--- src/rtl/system_mem_v2.sv ---
// Single-port-address word memory with byte-lane write masks, a 1- or
// 2-cycle registered read path, selectable read-during-write behaviour
// and a one-word-per-cycle zeroize sweep controlled by a small FSM.
// Memory contents are never reset; only control and output state is.
module system_mem_v2 #(
  parameter int DATA_W  = 64,
  parameter int ADDR_W  = 6,
  parameter int RD_LAT  = 1,
  parameter int RDW_NEW = 0
) (
  input  logic                  clk,
  input  logic                  rst,
  input  logic                  enR,
  input  logic                  enW,
  input  logic [ADDR_W-1:0]     addr,
  input  logic [DATA_W/8-1:0]   wmask,
  input  logic [DATA_W-1:0]     mem_input,
  input  logic                  clr,
  output logic [DATA_W-1:0]     mem_output,
  output logic                  rvalid,
  output logic                  busy
);

  localparam int DEPTH = 2 ** ADDR_W;
  localparam int NB    = DATA_W / 8;
  localparam logic [ADDR_W-1:0] LAST_ADDR = ADDR_W'(DEPTH - 1);

  typedef enum logic {
    IDLE,
    CLEAR
  } state_t;

  state_t              state_q;
  state_t              state_d;
  logic [ADDR_W-1:0]   cnt_q;
  logic [ADDR_W-1:0]   cnt_d;

  logic [DATA_W-1:0]   mem [DEPTH];
  logic [DATA_W-1:0]   stored;
  logic [DATA_W-1:0]   merged;
  logic [DATA_W-1:0]   rd_word;
  logic                accept;
  logic                rd_fire;
  logic                wr_fire;
  logic                out_valid;
  logic [DATA_W-1:0]   out_data;

  // Requests are only taken in IDLE, and a clr in the same cycle drops them.
  assign busy    = (state_q == CLEAR);
  assign accept  = !rst && !busy && !clr;
  assign rd_fire = accept && enR;
  assign wr_fire = accept && enW;
  assign stored  = mem[addr];

  // Build the post-write word: selected lanes from mem_input, the rest kept.
  always_comb begin
    merged = stored;
    for (int i = 0; i < NB; i++) begin
      if (wmask[i]) begin
        merged[8*i +: 8] = mem_input[8*i +: 8];
      end
    end
  end

  assign rd_word = (RDW_NEW != 0 && wr_fire) ? merged : stored;

  // Storage array: the sweep zeroes one word per cycle, otherwise masked writes.
  always_ff @(posedge clk) begin
    if (busy) begin
      mem[cnt_q] <= '0;
    end else if (wr_fire) begin
      mem[addr] <= merged;
    end
  end

  // State and sweep-counter registers.
  always_ff @(posedge clk or posedge rst) begin
    if (rst) begin
      state_q <= IDLE;
      cnt_q   <= '0;
    end else begin
      state_q <= state_d;
      cnt_q   <= cnt_d;
    end
  end

  // Next-state logic: clr starts a sweep that ends after the last address.
  always_comb begin
    state_d = state_q;
    cnt_d   = cnt_q;
    case (state_q)
      IDLE: begin
        if (clr && !rst) begin
          state_d = CLEAR;
          cnt_d   = '0;
        end
      end
      CLEAR: begin
        if (cnt_q == LAST_ADDR) begin
          state_d = IDLE;
          cnt_d   = '0;
        end else begin
          cnt_d = cnt_q + ADDR_W'(1);
        end
      end
      default: begin
        state_d = IDLE;
        cnt_d   = '0;
      end
    endcase
  end

  generate
    if (RD_LAT == 2) begin : g_lat2
      logic              s1_valid;
      logic [DATA_W-1:0] s1_data;

      // Extra pipeline stage; keeps draining even while a sweep runs.
      always_ff @(posedge clk or posedge rst) begin
        if (rst) begin
          s1_valid <= 1'b0;
          s1_data  <= '0;
        end else begin
          s1_valid <= rd_fire;
          if (rd_fire) begin
            s1_data <= rd_word;
          end
        end
      end

      assign out_valid = s1_valid;
      assign out_data  = s1_data;
    end else begin : g_lat1
      assign out_valid = rd_fire;
      assign out_data  = rd_word;
    end
  endgenerate

  // Output register: updates only when a read result arrives, else holds.
  always_ff @(posedge clk or posedge rst) begin
    if (rst) begin
      mem_output <= '0;
      rvalid     <= 1'b0;
    end else begin
      rvalid <= out_valid;
      if (out_valid) begin
        mem_output <= out_data;
      end
    end
  end

endmodule

--- config.mk ---
export PLATFORM = sky130hd
export DESIGN_NAME = system_mem_v2
export DESIGN_NICKNAME = d
export VERILOG_FILES = /design/src/rtl/system_mem_v2.sv
export SDC_FILE = /design/constraint.sdc
export NUM_CORES = 2
export LEC_CHECK = 0
export BUFFER_PORTS_ARGS = -buffer_cell sky130_fd_sc_hd__buf_2
export CAP_MARGIN = 20
export CORE_MARGIN = 2
export CORE_UTILIZATION = 54
export CTS_CLUSTER_SIZE = 8
export DETAILED_ROUTE_END_ITERATION = 12
export GPL_TIMING_DRIVEN = 1
export HOLD_SLACK_MARGIN = 0.08
export PLACE_DENSITY = 0.7
export SLEW_MARGIN = 20
export SYNTH_ARGS = -nofsm -noshare
export SYNTH_HDL_FRONTEND = slang
export SYNTH_SLANG_ARGS = --single-unit
--- constraint.sdc ---
create_clock -name clk -period 5.4 [get_ports clk]
set_input_delay 1.08 -clock clk [delete_from_list [all_inputs] [get_ports clk]]
set_output_delay 1.08 -clock clk [all_outputs]
set_load 0.01 [all_outputs]
* Yosys cells after proc, flatten, opt, wreduce, memory -nomap -nowiden
Memories as Yosys holds them, arrays and structs flattened. Index checks and enable logic that the tools add are counted.
Cells by class: add/sub/neg operators 1, equality and inequality tests 2, muxes and demuxes 22, bitwise operators 1, reductions and logical operators 9
Operator list (number):
- 64-bit two-way mux | 1
- 8-bit two-way mux | 8
- 64-bit OR reduction | 1
- 6-bit two-way mux | 3
- 6-bit one-hot mux with 2 select lines | 1
- 1-bit two-way mux | 8
- 6-bit by 1-bit adder with 6-bit output, second input constant | 1
- 6-bit == test, second input constant | 1
- 1-bit logical AND | 5
- 1-bit logical NOT | 3
- 2-bit inequality test, second input constant | 1
- 1-bit one-hot mux with 2 select lines | 1
- 1-bit inverter | 1
Word-level totals: register bits 72, memory bits (writable) 4096, bits of input ports 83, output and inout port bits 66, word-level logic and storage cells 40, memories 1
Memory list:
- mem | words 64, width 64, rd ports 1, clocked after Yosys merged registers in 0, wr ports 1, RTL line 38 | logic [DATA_W-1:0] mem [DEPTH];

* Longest topological paths before layout
depth after elaboration 9, mapped depth 11

* Worst setup path before layout
Ideal clock, no wire load.
path kind input to register, from input addr[0], to memory mem[19][0], enable pin, library setup time 0.487 ns, arrival time 5.170 ns, setup slack -0.256 ns, stages 9, buffers on the path 5, cells stage by stage buf_4 buf_4 buf_2 buf_2 buf_2 nand2_1 o21ai_1 nand2_1 nor2_1
Between the ends: cells in the longest elaborated chain, start to end 1
Ends and longest elaborated chain:
- start: declaration | RTL line 15 | input logic [ADDR_W-1:0] addr,
- 6-bit two-way mux (no source line)
- end: declaration | RTL line 38
Every way passes these cells.

* Final worst setup path
from register state_q, in the netlist busy, to memory mem[19][32], enable pin
Between the ends: cells in the longest elaborated chain, start to end 9
Ends and longest elaborated chain:
- start: declaration | RTL line 33 | state_t state_q;
- start signal: assignment | RTL line 82 | state_q <= state_d;
- 1-bit logical NOT | RTL line 50 | assign accept = !rst && !busy && !clr;
- 1-bit logical AND (2 in series) | RTL line 50
- 1-bit logical AND | RTL line 52 | assign wr_fire = accept && enW;
- 1-bit two-way mux | RTL line 71 | end else if (wr_fire) begin
- 1-bit two-way mux | RTL line 69 | if (busy) begin
- 1-bit two-way mux (implied by the code) | RTL line 72 | mem[addr] <= merged;
- 64-bit OR reduction (no source line)
- 6-bit two-way mux (no source line) / 1-bit two-way mux (equally long branches)
Parallel ways exist; a longest one is shown, timed or not.

==> out/metrics.yaml <==
run_status: "finished clean"
r2r-start: "busy$_DFF_PP0_"
cp_max_fo: 20
drv_slew: 0
met3_length_mm: 57.9
synth_edf_count: 4096
synth_area_leader_cell: "edfxtp_1"
avgRoutedWirePerCell_um: 33.8
finalCriticalPeriod_ns: 4.24
cellLeakagePower_nw: 67.8
cts_setup_buffers: 0
ir_drop_mv: 0.325
fin_cells: 13900
rsz0062_at_grt: "no"
yosysUniqueCellTypes: 38
cts_root_buf: "clkbuf_16"
p_per_area_mw_per_mm2: 407
synth-main-ff-cell: "edfxtp_1"
gp_congestion: 0.840
synth_common_cells: "4096 x edfxtp_1, 2050 x mux2i_1, 448 x a22oi_1"
cts_resized: 0
worst_pin_slew_ns: 1.01
cp-start-kind: "register"
cts_max_level: 6
postRouteAntennaNets: 0
slew_headroom: 0.323
rows: 200
max-clock-path-buffers: 4
hold_slack_ns: 0.136
antenna_found_initial: 14
dieArea_mm2: 0.303
drt-met1-wl_mm: 175
top_layer: "met5"
power.switching_mw: 18.1
numCtsBuffers: 591
nets: 9811
pwr-share-comb: 0.075
cts.sinks: 4168
port_buffers: 148
synth.net_count: 9126
synthArstFlopShare: 0.0173
ioPinCount: 149
hold_path.class: "in2async"
swShare: 0.235
clkTransAtPathRegs_ns: 0.05
filler_cell_count: 19700
grt_pass1_vias: 90500
place_inst: 13100
start_util: 0.543
hpwl_mm: 254
setup_viol: 0
grt_max_degree: 75
power_frac_clock: 0.437
vias_per_cell: 6.61
worstPathArrival_ns: 4.93
grt_util_all_layers: 0.306
syn_area_per_cell_um2: 17.8
finalHoldViolCount: 0
wl_met2_mm: 215
synth_top_area_frac: 0.763
r2r_slack_ns: 1.16
drt_iter0_markers: 13100
endpoint_kind: "register"
synth-seq-cells: 4168
wl_mm: 471
synthesis.area_mm2: 0.161
fin_skew_ns: 0.0967
critical_path_required_ns: 6.09
seqPwrFrac: 0.488
reg2reg_to: "mem[19][32]$_DFFE_PP_"
fmax_ghz: 0.236
cts_tree: "done"
grt_pass1_wl_mm: 658
cts_hold_buf: 0
route.detailed.drc: 0
synthTopCellsByArea: "edfxtp_1 76%, mux2i_1 13%, a22oi_1 2.1%"
syn2layout_area_growth_pct: 17.0
drive_above_1_share: 0.149
yosysMostFrequentCell: "edfxtp_1"
clk_latency_ns: 1.06
synth_cells: 9042
path_class: "reg2reg"
intPower_mw: 58.8
dr.pass1.iters: 8
r2r_cells: 6
num_vias: 92000
coreArea_mm2: 0.297
synth-seq-area-share: 0.774
drv_cap: 0
overflow: 0
fin_crit_sh: 0.784
dieHeight_um: 550
synth_warnings: 0
die_w_um: 550
## area by class of cell
| type | instances | area (um2) | area share |
|---|---|---|---|
| tap | 3939 | 4930 | 0.0261 |
| multi-input combinational | 4323 | 35100 | 0.186 |
| clock inverter | 53 | 1090 | 0.00578 |
| clock buffer | 790 | 15700 | 0.0830 |
| antenna | 4 | 10.0 | 0.0000531 |
| inverter | 5 | 21.3 | 0.000113 |
| sequential | 4168 | 125000 | 0.661 |
| timing repair buffer | 638 | 7090 | 0.0376 |
## how the worst max path moves through the flow
| stage | end | slack [ns] | cells after the start | startpoint |
|---|---|---|---|---|
| after floorplan | mem[19][0]$_DFFE_PP_ | -0.26 | 9 | addr[0] |
| after global placement | mem[11][6]$_DFFE_PP_ | 0.49 | 8 | addr[2] |
| after global routing | mem[19][36]$_DFFE_PP_ | 1.17 | 6 | busy$_DFF_PP0_ |
| after detailed placement | mem[11][6]$_DFFE_PP_ | 0.43 | 8 | addr[2] |
| final | mem[19][32]$_DFFE_PP_ | 1.16 | 6 | busy$_DFF_PP0_ |
| after CTS | mem[19][38]$_DFFE_PP_ | 1.31 | 6 | busy$_DFF_PP0_ |
## logic make-up after synthesis
group | count (synthesis) | synth area share
DFF | 4168 | 0.774
muxes | 2050 | 0.127
AOI/OAI and AO/OA | 1243 | 0.0525
and+or+nand+nor | 1029 | 0.0296
buffers and inverters | 551 | 0.0165
adders and majority gates | 1 | 0.0000776
## routing by layer
metal / track usage / vias to the layer above
li1: - / 37500
met1: 0.420 / 47200
met2: 0.468 / 6159
met3: 0.0747 / 1135
met4: 0.138 / 4
met5: 0 / -
## worst max-delay path, stage by stage, from the launching register on
cell and delay, ns:
dfrtp_1 0.35, buf_4 0.21, or4b_2 1.03, mux2i_1 0.48
nand2_1 0.58, nor2_4 0.82, buf_12 0.33
## power by group through the flow
stage / combinational (mW) / clock [mW] / sequential, mW
floorplan: 2.79 / 0 / 38.1
global placement: 5.48 / 0 / 38.0
detailed placement: 5.58 / 0 / 38.1
CTS: 5.61 / 33.8 / 37.5
global route: 5.92 / 35.2 / 37.6
finish: 5.74 / 33.6 / 37.5
## registers in the layout (all words and copies together) (netlist names)
name        cells
rvalid          1
mem          4096
cnt_q           6
busy            1
mem_output     64
## metrics by stage
stage	utilization	power (mW)	setup slack [ns]	setup TNS (ns)	instance area (um2)
after floorplan	-	40.9	-0.256	-778.08	161000
after global placement	0.577	43.5	0.486	0	171000
after detailed placement	0.578	43.7	0.433	0	172000
after CTS	0.635	76.9	1.31	0	188000
after global routing	0.635	78.7	1.17	0	189000
final	0.635	76.8	1.16	0	189000
## cells in the final DEF, fill, tap and decap left out, drive strengths merged, types with 219 or more instances in the layout
cell | netlist | routed
o21ai | 265 | 265
mux2i | 2050 | 2050
a22oi | 448 | 448
nand2 | 219 | 219
nand3 | 261 | 261
clkbuf | 180 | 791
buf | 366 | 637
edfxtp | 4096 | 4096
nor2 | 326 | 326
o22ai | 386 | 386
(Power assumes the default switching activity.)
